`src/rtl/rv32i_instr_gen_pkg.sv`:
```
// RV32I(M) encoding types shared by decode and the instruction generator.
package rv32im_types;

    typedef struct packed {
        logic [6:0] funct7;
        logic [4:0] rs2;
        logic [4:0] rs1;
        logic [2:0] funct3;
        logic [4:0] rd;
        logic [6:0] opcode;
    } instr_t;

    typedef enum logic [6:0] {
        OP_B_LUI    = 7'b0110111,
        OP_B_AUIPC  = 7'b0010111,
        OP_B_OP_IMM = 7'b0010011,
        OP_B_OP_REG = 7'b0110011
    } cp2_opcode;

    typedef enum logic [6:0] {
        F7_BASE      = 7'b0000000,
        F7_VARIANT   = 7'b0100000,
        F7_EXTENSION = 7'b0000001
    } funct7_t;

    localparam logic [2:0] F3_ADD = 3'b000;
    localparam logic [2:0] F3_SLL = 3'b001;
    localparam logic [2:0] F3_SR  = 3'b101;

    typedef enum logic [1:0] {
        IDLE,
        PRIME,
        GEN,
        DONE
    } gen_state_t;

    typedef enum logic [2:0] {
        CLS_LUI,
        CLS_AUIPC,
        CLS_IMM_A,
        CLS_IMM_B,
        CLS_REG_A,
        CLS_REG_B,
        CLS_REG_C,
        CLS_MUL
    } gen_class_t;

    localparam logic [31:0] GEN_LFSR_TAPS = 32'h8020_0003;
    localparam logic [4:0]  PRIME_LAST    = 5'd31;

    function automatic logic [31:0] gen_lfsr_step(input logic [31:0] v);
        return (v >> 1) ^ (v[0] ? GEN_LFSR_TAPS : 32'h0);
    endfunction

endpackage

```
`src/rtl/rv32i_instr_gen_lfsr.sv`:
```
// 32-bit right-shifting Galois LFSR; steps only when advance is high.
module gen_lfsr
    import rv32im_types::*;
(
    input  logic        clk,
    input  logic        rst_n,
    input  logic [31:0] seed,
    input  logic        advance,
    output logic [31:0] value
);

    logic [31:0] lfsr_q;
    logic [31:0] lfsr_d;

    always_comb begin
        lfsr_d = lfsr_q;
        if (advance) lfsr_d = gen_lfsr_step(lfsr_q);
    end

    always_ff @(posedge clk) begin
        if (!rst_n) lfsr_q <= seed;
        else        lfsr_q <= lfsr_d;
    end

    assign value = lfsr_q;

endmodule

```
`src/rtl/rv32i_instr_gen.sv`:
```
// LFSR-driven stream of legal lui/auipc/op_imm/op_reg words over valid/ready.
// Define RV32M_GEN_EN to turn class 7 into M-extension op_reg words.
module rv32i_instr_gen
    import rv32im_types::*;
#(
    parameter logic [31:0] SEED      = 32'hACE1_1234,
    parameter int unsigned NUM_INSTR = 1024
) (
    input  logic        clk,
    input  logic        rst_n,
    input  logic        start,
    output logic        instr_valid,
    input  logic        instr_ready,
    output logic [31:0] instr,
    output logic [31:0] instr_count,
    output logic        busy,
    output logic        done
);

    gen_state_t  state_q, state_d;
    logic [4:0]  prime_k_q, prime_k_d;
    logic [31:0] gen_cnt_q, gen_cnt_d;
    logic [31:0] count_q, count_d;
    logic        valid_q, valid_d;
    instr_t      instr_q, instr_d;
    logic [31:0] lfsr_val;
    logic [31:0] lfsr_adv;
    logic        hs;

    assign hs       = valid_q & instr_ready;
    assign lfsr_adv = gen_lfsr_step(lfsr_val);

    gen_lfsr u_lfsr (
        .clk     (clk),
        .rst_n   (rst_n),
        .seed    (SEED),
        .advance (hs),
        .value   (lfsr_val)
    );

    // Priming words give every rd x1..x31 a defined value first.
    function automatic instr_t prime_word(
        input logic [19:0] upper,
        input logic [4:0]  k
    );
        return instr_t'({upper, k, OP_B_LUI});
    endfunction

    function automatic instr_t gen_word(input logic [31:0] l);
        instr_t     w;
        gen_class_t cls;
        logic [2:0] f3;
        logic       alt;
        logic [11:0] imm;
        funct7_t    f7;
        cls = gen_class_t'(l[2:0]);
        f3  = l[20:18];
        alt = l[21];
        imm = l[31:20];
        f7  = (alt && (f3 == F3_ADD || f3 == F3_SR)) ? F7_VARIANT : F7_BASE;
        if (f3 == F3_SLL) imm[11:5] = F7_BASE;
        if (f3 == F3_SR)  imm[11:5] = alt ? F7_VARIANT : F7_BASE;
        w = '{funct7: f7, rs2: l[17:13], rs1: l[12:8],
              funct3: f3, rd: l[7:3], opcode: OP_B_OP_REG};
        case (cls)
            CLS_LUI:   w = instr_t'({l[31:12], l[7:3], OP_B_LUI});
            CLS_AUIPC: w = instr_t'({l[31:12], l[7:3], OP_B_AUIPC});
            CLS_IMM_A,
            CLS_IMM_B: w = instr_t'({imm, l[12:8], f3, l[7:3], OP_B_OP_IMM});
`ifdef RV32M_GEN_EN
            CLS_MUL:   w.funct7 = F7_EXTENSION;
`endif
            default:   ;
        endcase
        return w;
    endfunction

    always_comb begin
        state_d   = state_q;
        prime_k_d = prime_k_q;
        gen_cnt_d = gen_cnt_q;
        count_d   = count_q;
        valid_d   = valid_q;
        instr_d   = instr_q;
        unique case (state_q)
            IDLE, DONE: begin
                if (start) begin
                    state_d   = PRIME;
                    prime_k_d = 5'd1;
                    gen_cnt_d = 32'd0;
                    count_d   = 32'd0;
                    valid_d   = 1'b1;
                    instr_d   = prime_word(lfsr_val[31:12], 5'd1);
                end
            end
            PRIME: begin
                if (hs) begin
                    count_d = count_q + 32'd1;
                    if (prime_k_q == PRIME_LAST) begin
                        state_d   = GEN;
                        gen_cnt_d = 32'd0;
                        instr_d   = gen_word(lfsr_adv);
                    end else begin
                        prime_k_d = prime_k_q + 5'd1;
                        instr_d   = prime_word(lfsr_adv[31:12],
                                               prime_k_q + 5'd1);
                    end
                end
            end
            GEN: begin
                if (hs) begin
                    count_d = count_q + 32'd1;
                    // NUM_INSTR of zero means the stream never ends.
                    if (NUM_INSTR != 0 && gen_cnt_q == NUM_INSTR - 1) begin
                        state_d = DONE;
                        valid_d = 1'b0;
                    end else begin
                        gen_cnt_d = gen_cnt_q + 32'd1;
                        instr_d   = gen_word(lfsr_adv);
                    end
                end
            end
            default: state_d = IDLE;
        endcase
    end

    always_ff @(posedge clk) begin
        if (!rst_n) begin
            state_q   <= IDLE;
            prime_k_q <= 5'd1;
            gen_cnt_q <= 32'd0;
            count_q   <= 32'd0;
            valid_q   <= 1'b0;
            instr_q   <= '0;
        end else begin
            state_q   <= state_d;
            prime_k_q <= prime_k_d;
            gen_cnt_q <= gen_cnt_d;
            count_q   <= count_d;
            valid_q   <= valid_d;
            instr_q   <= instr_d;
        end
    end

    assign instr_valid = valid_q;
    assign instr       = instr_q;
    assign instr_count = count_q;
    assign busy        = (state_q == PRIME) || (state_q == GEN);
    assign done        = (state_q == DONE);

endmodule
```
`config.mk`:
```
export PLATFORM = sky130hd
export DESIGN_NAME = rv32i_instr_gen
export DESIGN_NICKNAME = d
export VERILOG_FILES = /design/src/rtl/rv32i_instr_gen_pkg.sv /design/src/rtl/rv32i_instr_gen_lfsr.sv /design/src/rtl/rv32i_instr_gen.sv
export SDC_FILE = /design/constraint.sdc
export NUM_CORES = 1
export LEC_CHECK = 0
export ABC_AREA = 1
export BUFFER_PORTS_ARGS = -buffer_cell sky130_fd_sc_hd__buf_4
export CAP_MARGIN = 20
export CELL_PAD_IN_SITES_DETAIL_PLACEMENT = 0
export CELL_PAD_IN_SITES_GLOBAL_PLACEMENT = 2
export CORE_MARGIN = 3
export CORE_UTILIZATION = 32
export DETAILED_ROUTE_END_ITERATION = 10
export HOLD_SLACK_MARGIN = 0.15
export PLACE_DENSITY = 0.86
export SYNTH_ARGS = -nofsm -noshare
export SYNTH_HDL_FRONTEND = slang
export SYNTH_SLANG_ARGS = --single-unit
```
`constraint.sdc`:
```
create_clock -name clk -period 2.3 [get_ports clk]
set_clock_uncertainty 0.15 [all_clocks]
set_input_delay 0.46 -clock clk [delete_from_list [all_inputs] [get_ports clk]]
set_output_delay 0.46 -clock clk [all_outputs]
set_load 0.1 [all_outputs]
```
# Yosys cells after proc, flatten, opt, wreduce, memory -nomap -nowiden
# Index checks and enable logic that the tools add are counted.
# totals
wordCells,86
reg_bits,136
input_bits,4
out_inout_bits,67
# classes
eq_ne,18
n_mux,34
n_bitwise,2
n_addsub,3
n_reduce_logical,17
# ops
operator,count
$mux 32,12
$pmux 32 s3,3
$add 32x1->32 const B,2
$pmux 32 s2,1
$eq 32x10->1 const B,1
$xor 31x32->32,1
$mux 5,3
$mux 7,2
$ne 2x2->1 const B,7
$mux 6,2
$reduce_and 4->1,3
$mux 2,5
$pmux 5 s2,1
$reduce_and 5->1,2
$eq 3x1->1 const B,2
$eq 3x2->1 const B,2
$logic_not 3->1,2
$pmux 2 s3,1
$reduce_or 2->1,3
$add 5x1->5 const B,1
$eq 5x5->1 const B,1
$eq 2x2->1 const B,2
$reduce_bool 2->1,2
$eq 3x3->1 const B,1
9 further kinds,12

# Depth between registers and ports, before layout
# Gate-level depths: netlist of run 1.
# logic_depth
depth_word,10
mapped_depth,14
depth_no_buf,14

# Modules after synthesis
# From an unflattened synthesis of run 1, not the netlist that was laid out.
# unflattened
cells_unflattened,1253
area_unflattened_um2,7860.0
# modules_own_cells
module,cells_each,area_per_inst_um2,seq_area_each_um2,n_inst
rv32i_instr_gen,1108,6459.9,2001.9,1
gen_lfsr,145,1400.1,960.9,1

# Worst setup path before layout of run 1
# OpenSTA, ideal clock, no wires.
# synth_path
path_kind,register to register
from,register state_q[0]
to,register instr_q (netlist bit instr[23])
t_required_ns,2.083
arrival_ns,2.539
setup_time_ns,0.067
synth_period_minus_slack_ns,2.756
path_slack_ns,-0.456
path_stages_with_launch,10
path_buffers,2
path_cell_list,dfxtp_1 inv_1 ha_1 inv_1 clkbuf_1 clkbuf_1 o21ai_0 nand2_1 o21ai_0 nor2_1
# synth_via
elab_chain_len,4
word_cells_on_any_way,11
cone_classes,7 x eq/ne; 1 x mux; 3 x reduce/logical
# synth_rtl
element,line_no,text
"start, declared",rv32i_instr_gen.sv:20,"gen_state_t state_q, state_d;"
"start signal, assigned",rv32i_instr_gen.sv:136,state_q <= state_d;
$eq 2x2->1 or $logic_not 2->1 (tied branches),rv32i_instr_gen.sv:85,unique case (state_q)
$reduce_or 2->1,rv32i_instr_gen.sv:85,
$ne 2x2->1 (no source line),n/a,
$reduce_and 4->1 (no source line),n/a,
"end signal, assigned",rv32i_instr_gen.sv:141,instr_q <= instr_d;
"end, declared",rv32i_instr_gen.sv:25,"instr_t instr_q, instr_d;"
# Several ways; a longest one is shown, not always the timed one.
# A chain may end at the register's enable or synchronous reset.

# Worst setup path in the final report of run 1
# layout_path
from,register state_q[0]
to,output busy
# layout_via
elab_chain_len,2
word_cells_on_any_way,3
cone_classes,2 x eq/ne; 1 x reduce/logical
# layout_rtl
element,line_no,text
$eq 2x1->1 or $eq 2x2->1 (tied branches),rv32i_instr_gen.sv:148,assign busy = (state_q == PRIME) || (state_q == GEN);
$logic_or 1x1->1 (*),rv32i_instr_gen.sv:148,
"end, declared",rv32i_instr_gen.sv:16,"output logic busy,"
# Mark *: on every way between the ends. The rest lies on a longest branch, timed or not.

==> results by group, run 1 <==
Run status
  • Status: complete, no violations

Worst setup path
  • Worst Setup EP: busy
  • Flop-to-flop setup slack: 0.16 ns
  • Maximum fanout along the worst path: 8
  • CP Capture Type: primary output
  • CP startpoint: state_q[0]
  • Critical Path RT: 1.69 ns
  • Crit start category: flop
  • RR Startpoint: prime_k_q[1]
  • RR Endpoint: instr[12]
  • R2r worst-path depth: 13
  • Arrival time at the worst endpoint: 1.55 ns
  • Critical path class: flop to primary output

Floorplanning
  • Die Ht: 157 um
  • Full die area: 24800 sq um
  • IO Count: 71
  • Initial Utilization: 33.1%
  • Die X: 157 um
  • CORE AREA: 22200 sq um
  • Rows: 54

Finish
  • Share of cells above drive strength 1: 16.0%
  • Diodes inserted: 0
  • Final Instance Area: 9070 sq um
  • Filler Cell Count: 2390
  • Nets@finish: 1280
  • Area grow syn2layout: 23.7%
  • Layout Cells excl Fill: 1561
  • Final core occ: 40.9%

Timing
  • Crit path time final: 2.16 ns
  • Final setup viols: 0
  • Hold_ws: 0.248 ns
  • Tightest Pin Transition: 0.510 ns
  • Worst relative slew slack: 65.9%
  • Hold Vio Cnt, Final: 0
  • Period utilization: 93.9%
  • RSZ-0062 raised after global routing: no
  • Fmax: 463 MHz
  • Fin. max-slew vios: 0

CTS
  • Hold Buf Count CTS: 0
  • H-tree Lvls: 4
  • CTS tree: done
  • Reg clk slew, reported paths: 0.06 ns
  • Sink Count: 132
  • CTS root buf: clkbuf_16
  • Num CTS Buffers: 17
  • Clock latency at the later pin of the worst-skew pair: 0.41 ns
  • Longest Clk Path Bufs: 2

Power and ir drop
  • Flop pwr share: 26.6%
  • Clock power frac: 25.7%
  • Combinational power share: 47.7%
  • Switch Pwr: 0.00493 W
  • Leakage: 3.76 nW
  • Switching share of power: 46.2%
  • Max IR drop VDD: 811 uV
  • Int Power: 0.00575 W
  • PwrDens: 1180 nW/um^2

Synthesis
  • Ys Warns: 0
  • Share of the synthesized area in the top cell type: 36.0%
  • Synth Area per Inst: 6.26 sq um
  • Leading area contributor after synthesis: dfxtp_1
  • Most common cell in the netlist: nand2_1
  • Top post-synthesis cells by count: 303 x nand2_1, 238 x nor2_1, 132 x dfxtp_1
  • Post-synthesis sequential area ratio: 36.0%
  • Top post-synthesis cells by area: dfxtp_1 36%, nand2_1 16%, nor2_1 12%, nand3_1 5.9%, inv_1 5.7%
  • Dominant synthesized flop cell: dfxtp_1
  • Yosys reg bits: 132
  • Ys async rst share: 0%
  • Post-synth cell types: 47
  • Post-Syn Instances: 1172
  • Post-synth EDFFs: 0
  • Synth Cell Area: 7340 sq um

Min path
  • Hold Crit Class: input pin to flop
  • Beginning of the worst hold path: rst_n

Route
  • Final antenna-violating net count: 0
  • Via-to-Cell Ratio: 4.79
  • Drt first-iter violations: 363
  • Routed wire per std cell: 14.7 um
  • Overall routed net length: 22.9 mm
  • DRC: 0
  • Pre-Repair DR Iteration Count: 5
  • Vias: 7471

GRT
  • Tot GR Track Use: 18.5%
  • Largest net degree at the start of global routing: 37
  • Initial antenna violation count: 0
  • GRT Residual Overflow: 0
  • First-pass GRT wire length: 36.6 mm
  • Vias in the first global route: 6854

Placed design
  • # port buffers: 68
  • Gp weighted congestion: 0.870
  • DP Cell Count: 1524
  • Cell Area, Placed: 8360 sq um
  • Dpl hpwl: 17.0 mm

Job
  • Max_cap viols: 0
## power by group through the flow
stage	Clock (W)	Combinational, W	Sequential [W]
3_3_place_gp	0	0.00496	0.00288
6_report	0.00275	0.00509	0.00284
5_1_grt	0.00292	0.00554	0.00288
4_1_cts	0.00282	0.00504	0.00284
3_5_place_dp	0	0.00495	0.00288
2_1_floorplan	0	0.00242	0.00401
## placed cells by master, fill, tap and decap left out, types with 4 or more instances in the layout
master and instances:
a21oi_2 9, nand3_1 85, nor2_1 235, nand4_1 17, dfxtp_2 6, xor2_1 12, a21oi_1 53, inv_1 111
nor3_1 13, inv_2 4, nor3_2 4, buf_4 119, ha_1 6, nand2_2 11, clkinvlp_4 4, nand2_1 301
o21ai_1 4, clkbuf_16 17, dfxtp_1 126, o211ai_1 9, o21ai_0 83
## stage by stage
step	setup slack, ns	TNS, ns	power, W
after floorplan	0.0277	0	0.00643
after global placement	0.0490	0	0.00784
after detailed placement	-0.0393	-0.107	0.00783
after CTS	0.0542	0	0.0107
after global routing	0.00498	0	0.0113
final	0.139	0	0.0107
## routing by layer
layer	GRT usage, %	up-vias	routed length [um]
met4	5.00	0	238
li1	-	3920	-
met2	27.1	150	9680
met5	0	-	0
met1	27.8	3384	12000
met3	3.46	17	983
## layout make-up
type / instances / area, sq um / share of cell area [%]
sequential: 132 / 2650 / 29.2
tap: 280 / 350 / 3.86
clock inverter: 10 / 123 / 1.35
inverter: 118 / 448 / 4.94
timing repair buffer: 123 / 965 / 10.6
multi-input combinational: 876 / 4060 / 44.8
clock buffer: 22 / 474 / 5.23
## flip-flops by register name (all words and copies together), names as in the netlist
| register | cells |
|---|---|
| gen_cnt_q | 32 |
| instr_valid | 1 |
| instr_count | 32 |
| prime_k_q | 5 |
| instr | 28 |
| u_lfsr.value | 32 |
| state_q | 2 |
## what timing repair did
item                       in CTS  in global routing
setup endpoints to repair       5                 62
setup buffers                   1                  4
pin swaps                       0                  2
gates resized for setup         4                 17
## kinds of logic (layout without fill, tap and decap cells)
| group | after synthesis | after routing | share of synthesized area (%) |
|---|---|---|---|
| other cells | 1 | 2 | 0.0511 |
| xor+xnor | 14 | 14 | 1.67 |
| compound gates | 171 | 171 | 13.1 |
| buf+inv | 165 | 273 | 9.65 |
| flops | 132 | 132 | 36.0 |
| fa+ha+maj | 8 | 8 | 1.36 |
| simple gates | 681 | 681 | 38.1 |
## worst max-delay path, cell delays in order, from the launching register on
cell	delay, ns
dfxtp_2	0.37
inv_1	0.08
ha_4	0.32
clkinvlp_4	0.15
buf_6	0.21
## worst min-delay path by stage
stage / endpoint / slack, ns / depth (start not counted)
floorplan: u_lfsr.value[8] / 0.29 / 2
global placement: prime_k_q[4] / 0.31 / 2
detailed placement: instr_count[5] / 0.31 / 2
CTS: u_lfsr.value[16] / 0.22 / 2
global route: u_lfsr.value[16] / 0.24 / 2
finish: u_lfsr.value[16] / 0.25 / 2
No activity file was read; power rests on OpenSTA's default activity.
==> run 2: changes to the inputs <==
--- a/config.mk
+++ b/config.mk
@@ -15,5 +15,5 @@
 export DETAILED_ROUTE_END_ITERATION = 10
 export HOLD_SLACK_MARGIN = 0.15
-export PLACE_DENSITY = 0.86
+export PLACE_DENSITY = 0.78
 export SYNTH_ARGS = -nofsm -noshare
 export SYNTH_HDL_FRONTEND = slang
==> constraint.sdc (replaced) <==
create_clock -name clk -period 2.3 [get_ports clk]
set_clock_uncertainty 0.15 [all_clocks]
set_input_delay 0.23 -clock clk [delete_from_list [all_inputs] [get_ports clk]]
set_output_delay 0.23 -clock clk [all_outputs]
set_load 0.1 [all_outputs]
==> results by group, run 2 (same netlist as run 1, synthesis figures left out) <==
Timing
  • Fin. max-slew vios: 0 (unchanged)
  • RSZ-0062 raised after global routing: yes
  • Period utilization: 93.9% (about the same)
  • Hold Vio Cnt, Final: 0 (unchanged)
  • Final setup viols: 0 (unchanged)
  • Fmax: 463 MHz (about the same)
  • TNS Setup: 0 ns (unchanged)
  • Crit path time final: 2.16 ns (-0.000972 ns)

CTS
  • Sink Count: 132 (unchanged)
  • CTS tree: done
  • Clock latency at the later pin of the worst-skew pair: 0.42 ns (about the same)
  • Reg clk slew, reported paths: 0.06 ns (about the same)
  • CTS root buf: clkbuf_16
  • Num CTS Buffers: 17 (unchanged)
  • H-tree Lvls: 4 (unchanged)
  • Longest Clk Path Bufs: 2 (unchanged)

Job
  • Max_cap viols: 0 (unchanged)

Worst setup path
  • CP startpoint: state_q[0]
  • Crit start category: flop
  • CP Capture Type: primary output
  • Arrival time at the worst endpoint: 1.78 ns (+0.23 ns)
  • RR Startpoint: state_q[0]
  • Maximum fanout along the worst path: 19 (+11)
  • Critical path class: flop to primary output
  • Critical Path RT: 1.92 ns (+0.23 ns)

Min path
  • Hold Crit Class: input pin to flop
  • Beginning of the worst hold path: instr_ready

GRT
  • Largest net degree at the start of global routing: 37 (unchanged)
  • Initial antenna violation count: 0 (unchanged)
  • First-pass GRT wire length: 37.7 mm (+3.0%)
  • GRT Residual Overflow: 0 (unchanged)
  • Tot GR Track Use: 19.1% (+0.56 points)
  • Vias in the first global route: 6967 (+1.6%)

Route
  • Vias: 7458 (-0.17%)
  • Via-to-Cell Ratio: 4.80 (+0.28%)
  • Drt first-iter violations: 346 (-4.7%)
  • Pre-Repair DR Iteration Count: 5 (unchanged)
  • Final antenna-violating net count: 0 (unchanged)
  • DRC: 0 (unchanged)
  • Routed wire per std cell: 15.0 um (+2.5%)
  • Overall routed net length: 23.4 mm (+2.0%)

Finish
  • Nets@finish: 1273 (-0.55%)
  • Layout Cells excl Fill: 1554 (-0.45%)
  • Commonest non-fill, non-tap cell in the layout: nand2_1
  • Diodes inserted: 0 (unchanged)
  • Area grow syn2layout: 24.7%
  • Commonest cells after routing, fill and taps aside: 302 x nand2_1, 236 x nor2_1, 125 x dfxtp_1
  • Share of cells above drive strength 1: 15.1% (-0.93 points)
  • Final Instance Area: 9150 sq um (+0.81%)

Power and ir drop
  • PwrDens: 1210 nW/um^2 (+2.7%)
  • Max IR drop VDD: 1040 uV (+28%)
  • Leakage: 3.80 nW (+1.0%)

Floorplanning
  • Full die area: 24800 sq um (unchanged)
  • Die X: 157 um (unchanged)
  • Initial Utilization: 33.1% (unchanged)
  • Die Ht: 157 um (unchanged)
  • Rows: 54 (unchanged)
  • IO Count: 71 (unchanged)
  • CORE AREA: 22200 sq um (unchanged)

Placed design
  • Cell Area, Placed: 8340 sq um (-0.15%)
  • Gp weighted congestion: 0.847 (-2.6%)
  • # port buffers: 68 (unchanged)
  • Dpl hpwl: 17.1 mm (+0.24%)
  • DP Cell Count: 1519 (-0.33%)

Run status
  • Status: complete, no violations
## run 2: changes by cell type in the layout (fill, tap and decap cells not counted), sizes merged
cell | previous run | this run
inv | 116 | 117
clkinvlp | 4 | 2
clkinv | 6 | 5
bufbuf | 0 | 1
buf | 123 | 113
clkbuf | 22 | 21
dlygate4sd3 | 0 | 2
bufinv | 2 | 5
## run 2: repair_timing
item	4_1_cts	5_1_grt
endpoints found under the setup margin	1	77
setup buffers	0	0
resized for setup	4	14
pin swaps	0	0
endpoints found under the hold margin	22	0
gates cloned	1	0
hold buffers	2	0
## run 2: area by class of cell
cell class | instances | area [sq um]
clock inverters | 11 | 196
fillers | 2397 | 13000
well taps | 280 | 350
repair buffers | 116 | 980
inverters | 118 | 444
flip-flops and latches | 132 | 2650
clock buffers | 21 | 480
multi-input cells | 876 | 4040
## run 2: layer usage
layer	share of wire [%]	vias to the layer above	track usage (%)	wire, um
li1	-	3909	-	-
met3	5.0	14	4.01	1160
met2	42	151	28.7	9870
met1	52	3384	28.1	12100
met4	0.93	0	4.17	218
met5	0	-	0	0
## run 2: path summary, 6_finish.rpt
kind / end / slack, ns / cells after the start
max: busy / 0.14 / 6
max reg2reg: gen_cnt_q[2] / 0.18 / 10
min: u_lfsr.value[26] / 0.16 / 4
min reg2reg: instr_count[5] / 0.32 / 2
## run 2: report_power, final
| group | total (W) | internal [W] | switching [W] |
|---|---|---|---|
| Sequential | 0.00283 | 0.00260 | 0.000232 |
| Combinational | 0.00510 | 0.00148 | 0.00362 |
| Clock | 0.00313 | 0.00205 | 0.00109 |
## run 2: per-stage QoR
step           hold slack (ns)  total power [W]  worst slack [ns]  utilization, %
2_1_floorplan            0.286          0.00643            0.0277               -
3_3_place_gp             0.303          0.00780            0.0329            37.6
3_5_place_dp             0.308          0.00781           0.00101            37.6
4_1_cts                  0.150           0.0111            0.0300            41.0
5_1_grt                  0.201           0.0117           0.00753            41.3
6_report                 0.157           0.0111             0.140            41.3
## run 2: worst max-delay path: stages (launching register included)
cell and delay (ns):
dfxtp_2 0.37, inv_1 0.08, ha_4 0.26, buf_4 0.16
inv_1 0.13, buf_12 0.18, buf_12 0.18
